$ cat config.mk
export PLATFORM = sky130hd
export DESIGN_NAME = kgp_regfile
export DESIGN_NICKNAME = d
export VERILOG_FILES = /design/src/rtl/kgp_rf_pkg.sv /design/src/rtl/kgp_rf_read_port.sv /design/src/rtl/kgp_regfile.sv
export SDC_FILE = /design/constraint.sdc
export NUM_CORES = 2
export LEC_CHECK = 0
export ABC_AREA = 0
export CAP_MARGIN = 20
export CORE_ASPECT_RATIO = 1.1
export CORE_MARGIN = 2
export CORE_UTILIZATION = 50
export CTS_CLUSTER_SIZE = 28
export DETAILED_ROUTE_END_ITERATION = 6
export DONT_BUFFER_PORTS = 1
export SLEW_MARGIN = 10
export SYNTH_ARGS = -nofsm -noshare
export SYNTH_HDL_FRONTEND = slang
export SYNTH_SLANG_ARGS = --single-unit
$ cat constraint.sdc
create_clock -name clk -period 5.3 [get_ports clk]
set_clock_uncertainty 0.15 [all_clocks]
set_input_delay 1.06 -clock clk [delete_from_list [all_inputs] [get_ports clk]]
set_output_delay 1.06 -clock clk [all_outputs]
set_load 0.02 [all_outputs]
$ cat src/rtl/kgp_rf_pkg.sv
// kgp_rf_pkg: shared constants and types for the KGP_RISC register file.
package kgp_rf_pkg;

    localparam int DATA_W   = 32;
    localparam int ADDR_W   = 5;
    localparam int NUM_REGS = 32;

    // r0 is hard-wired to zero; r31 is the branch-and-link target.
    localparam int ZERO_REG = 0;
    localparam int LINK_REG = 31;

    typedef logic [ADDR_W-1:0] reg_addr_t;
    typedef logic [DATA_W-1:0] word_t;

endpackage

$ cat src/rtl/kgp_rf_read_port.sv
// kgp_rf_read_port: one combinational read port of the register file.
// Handles address decode, r0 forcing and, when KGP_RF_BYPASS_EN is
// defined, forwarding of same-cycle write data (link has priority).
module kgp_rf_read_port
    import kgp_rf_pkg::*;
#(
    parameter int DATA_W   = kgp_rf_pkg::DATA_W,
    parameter int NUM_REGS = kgp_rf_pkg::NUM_REGS,
    parameter int ADDR_W   = kgp_rf_pkg::ADDR_W
) (
    input  logic                               rst_n,
    input  logic [NUM_REGS-1:0][DATA_W-1:0]    mem,
    input  logic [ADDR_W-1:0]                  addr,
    input  logic                               wr_en,
    input  logic [ADDR_W-1:0]                  wr_addr,
    input  logic [DATA_W-1:0]                  wr_data,
    input  logic                               link_en,
    input  logic [DATA_W-1:0]                  link_data,
    output logic [DATA_W-1:0]                  rdata
);

    localparam logic [ADDR_W-1:0] ZERO_A = ADDR_W'(ZERO_REG);
    localparam logic [ADDR_W-1:0] LINK_A = ADDR_W'(LINK_REG);

`ifndef KGP_RF_BYPASS_EN
    // Write-side inputs only matter for forwarding; keep them tied off here.
    logic unused_wr;
    assign unused_wr = ^{wr_en, wr_addr, wr_data, link_en, link_data};
`endif

    // Select stored (or forwarded) data; r0 and reset always read zero.
    always_comb begin
        rdata = '0;
        if (rst_n && addr != ZERO_A) begin
            rdata = mem[addr];
`ifdef KGP_RF_BYPASS_EN
            if (link_en && addr == LINK_A)
                rdata = link_data;
            else if (wr_en && addr == wr_addr)
                rdata = wr_data;
`endif
        end
    end

endmodule

$ cat src/rtl/kgp_regfile.sv
// kgp_regfile: KGP_RISC architectural register file. Two combinational
// read ports, a writeback port and a dedicated r31 link port. Link beats
// writeback on an r31 collision and raises wr_conflict for one cycle.
// Optional same-cycle forwarding: define KGP_RF_BYPASS_EN.
module kgp_regfile
    import kgp_rf_pkg::*;
#(
    parameter int DATA_W   = kgp_rf_pkg::DATA_W,
    parameter int NUM_REGS = kgp_rf_pkg::NUM_REGS,
    parameter int ADDR_W   = kgp_rf_pkg::ADDR_W
) (
    input  logic              clk,
    input  logic              rst_n,
    input  logic [ADDR_W-1:0] ra_addr,
    output logic [DATA_W-1:0] ra_data,
    input  logic [ADDR_W-1:0] rb_addr,
    output logic [DATA_W-1:0] rb_data,
    input  logic              wr_en,
    input  logic [ADDR_W-1:0] wr_addr,
    input  logic [DATA_W-1:0] wr_data,
    input  logic              link_en,
    input  logic [DATA_W-1:0] link_data,
    output logic              wr_conflict
);

    localparam logic [ADDR_W-1:0] ZERO_A = ADDR_W'(ZERO_REG);
    localparam logic [ADDR_W-1:0] LINK_A = ADDR_W'(LINK_REG);

    logic [NUM_REGS-1:0][DATA_W-1:0] mem;
    logic                            wb_to_link;
    logic                            wb_commit;

    // Writeback targets r31 while a link write is in flight: link wins.
    assign wb_to_link = wr_en && link_en && (wr_addr == LINK_A);
    assign wb_commit  = wr_en && (wr_addr != ZERO_A) && !wb_to_link;

    // Storage update and one-shot collision flag.
    always_ff @(posedge clk or negedge rst_n) begin
        if (!rst_n) begin
            mem         <= '0;
            wr_conflict <= 1'b0;
        end else begin
            wr_conflict <= wb_to_link;
            if (wb_commit)
                mem[wr_addr] <= wr_data;
            if (link_en)
                mem[LINK_A] <= link_data;
        end
    end

    kgp_rf_read_port #(.DATA_W(DATA_W), .NUM_REGS(NUM_REGS), .ADDR_W(ADDR_W)) u_rd_a (
        .rst_n     (rst_n),
        .mem       (mem),
        .addr      (ra_addr),
        .wr_en     (wr_en),
        .wr_addr   (wr_addr),
        .wr_data   (wr_data),
        .link_en   (link_en),
        .link_data (link_data),
        .rdata     (ra_data)
    );

    kgp_rf_read_port #(.DATA_W(DATA_W), .NUM_REGS(NUM_REGS), .ADDR_W(ADDR_W)) u_rd_b (
        .rst_n     (rst_n),
        .mem       (mem),
        .addr      (rb_addr),
        .wr_en     (wr_en),
        .wr_addr   (wr_addr),
        .wr_data   (wr_data),
        .link_en   (link_en),
        .link_data (link_data),
        .rdata     (rb_data)
    );

endmodule

==> impl_metrics.csv <==
group,metric,value,unit
outcome,status,"complete, no violations",
sta,hold_ws,0.1015,ns
routing,drtIter0Drc,4284,
sta,finalSetupViolations,0,
global_routing,grt_first_pass_wirelength,279500,µm
synthesis,ys_async_sr_fraction,100.0,%
power,power_density,374.3,nW/µm²
clock_network,cts_buffers,111,
power,p_leak,27.19,nW
clock_network,ctsHtreeMaxLevel,3,
sta,drv_slew,0,
worst_setup_path,critPathLaunchType,"primary input",
cells_and_area,utilization,56.03,%
cells_and_area,stdcell_count,5391,
synthesis,synth_edf_count,0,
synthesis,synthCells,4036,
sta,rsz0062_at_grt,"no",
global_routing,track_usage,34.41,%
worst_setup_path,worstRegToRegCells,2,
die,die-area,112100,µm²
cells_and_area,drive_gt1_share,41.40,%
die,rows,127,
worst_setup_path,critPathCaptureType,"primary output",
sta,min_period,5.089,ns
synthesis,synth_top_cell_by_area,"dfrtp_1",
run,drv_cap,0,
worst_setup_path,arrival,3.88,ns
clock_network,postCtsSetupRepairBufs,0,
synthesis,synth-main-ff-cell,"dfrtp_1",
placement,io_buffers,0,
cells_and_area,final_nets,3959,
placement,dp_cells,5177,
worst_setup_path,worst-path-max-fanout,224,
worst_setup_path,worstPathRequired,4.09,ns
global_routing,antenna_found_initial,3,
power,peakVddDrop,298.6,µV
cells_and_area,area_growth,11.33,%
routing,routed_wirelength,193300,µm
sta,max_slew_margin,22.38,%
sta,worst_pin_slew,1.164,ns
placement,place.gp.congestion,0.8663,
clock_network,path_clk_slew,0.06,ns
routing,ant_nets,0,
routing,drc,0,
routing,post_drt_wl_per_cell,35.85,µm
synthesis,postSynthAreaPerCell,13.55,µm²
die,dieWidth,319.4,µm
sta,hold_viol_final,0,
synthesis,synth.area.top_cells,"dfrtp_1, mux2_2, mux4_2",
die,core-area,108700,µm²
worst_hold_path,hp-class,"primary input to asynchronous set/reset pin",
synthesis,synthMostInstantiatedCell,"dfrtp_1",
synthesis,yosys_warnings,0,
global_routing,gr-total-overflow,0,
clock_network,insertion_delay,0.68,ns
synthesis,synth_common_cells,"dfrtp_1, mux2_2, mux2i_1, a22oi_1, mux4_2",
clock_network,cts_tree,"done",
clock_network,cts_buffer_depth,3,
synthesis,yosysUniqueCellTypes,39,
die,chipHeight,350.9,µm
routing,vias_per_cell,6.984,
routing,num_vias,37650,
synthesis,ys_seq_area_share,46.89,%
synthesis,synth.cell_area,54700,µm²
die,start_util,50.33,%
sta,period_share,96.02,%
clock_network,cts_sinks,1025,
synthesis,ys_ff_latch,1025,
synthesis,yosysTopAreaCellShare,46.89,%
sta,fin_setup_tns,0,ns
die,ioPinCount,148,
worst_setup_path,path_class,"primary input to primary output",
clock_network,cts_root_buf,"clkbuf_16",
synthesis,syn_nets,4119,
routing,drt_first_pass_iters,7,
placement,dp.final_hpwl,116000,µm
global_routing,grt_pass1_vias,38980,
sta,fmax,196.5,MHz
global_routing,grt_max_degree,244,
## final cells by class
cell class,count,area [µm²]
multi-input combinational,2553,27320
sequential,1025,25650
tap,1419,1775
timing repair buffer,185,2290
clock buffer,161,3269
antenna,1,2.502
fill,8812,47790
clock inverter,47,591.8
## logic make-up after synthesis
kind of cell    Yosys count  share of synthesized area [%]
mux                    1764                          40.24
flops                  1025                          46.89
buf+inv                 458                          3.740
compound gates          421                          5.636
simple gates            368                          3.502
## power by group
part	switching, mW	leakage, nW	total (mW)	internal, mW
clock network	3.34	1.92	8.24	4.90
logic	1.70	12.1	4.17	2.47
registers	1.11	13.1	10.4	9.28
## repair_timing
item | in CTS | in global routing
hold endpoints to repair | 83 | 0
hold buffers | 1 | 0
resized for setup | 0 | 0
## final timing paths
check / startpoint / to / slack (ns)
setup / recovery: ra_addr[1] / ra_data[14] / 0.21
hold / removal: rst_n / mem[558]$_DFFE_PN0P_ / 0.10
setup reg to reg: mem[996]$_DFFE_PN0P_ / mem[996]$_DFFE_PN0P_ / 4.17
hold reg to reg: mem[27]$_DFFE_PN0P_ / mem[27]$_DFFE_PN0P_ / 0.25
max in group asynchronous: rst_n / mem[726]$_DFFE_PN0P_ / 2.51
min in group clk: mem[27]$_DFFE_PN0P_ / mem[27]$_DFFE_PN0P_ / 0.25
## placed cells by master, fill, tap and decap left out, types with 19 or more instances in the layout
master and instances:
a22o_1 48, a22oi_1 273, a31oi_1 48, buf_12 57
buf_4 118, clkbuf_1 23, clkbuf_16 114, clkbuf_8 24
clkinv_2 27, dfrtp_1 1025, mux2_2 959, mux2i_1 552
mux4_2 252, nand2_1 87, nand3_1 130, nand4_1 64
nor2_4 19, o21ai_0 33
## critical path, stage by stage
cell and delay, ns:
nor2b_4 0.78, buf_4 0.32, a22oi_1 0.09, a31oi_1 0.57, nand4_1 0.23, buf_4 0.24
buf_12 0.13
## state kept, by name (all words and copies together) (netlist names)
name / count
mem: 1024
wr_conflict: 1
## routing by layer
| layer | GRT usage, % | vias up | wire, µm |
|---|---|---|---|
| met3 | 7.444 | 542 | 16590 |
| met1 | 46.63 | 20170 | 78690 |
| met5 | 0 | - | 36 |
| met2 | 53.12 | 1871 | 88110 |
| li1 | - | 15060 | - |
| met4 | 16.19 | 6 | 9836 |
## metrics by stage
step           total power [mW]  area, µm²  worst slack [ns]
6_report                  22.79      60900            0.2110
4_1_cts                   22.82      60800            0.1865
3_5_place_dp              14.59      56910            0.1673
2_1_floorplan             13.34      54710             1.485
5_1_grt                   23.65      60900           0.05227
3_3_place_gp              14.29      56880            0.3308
Power figures use the tool's default switching activity.
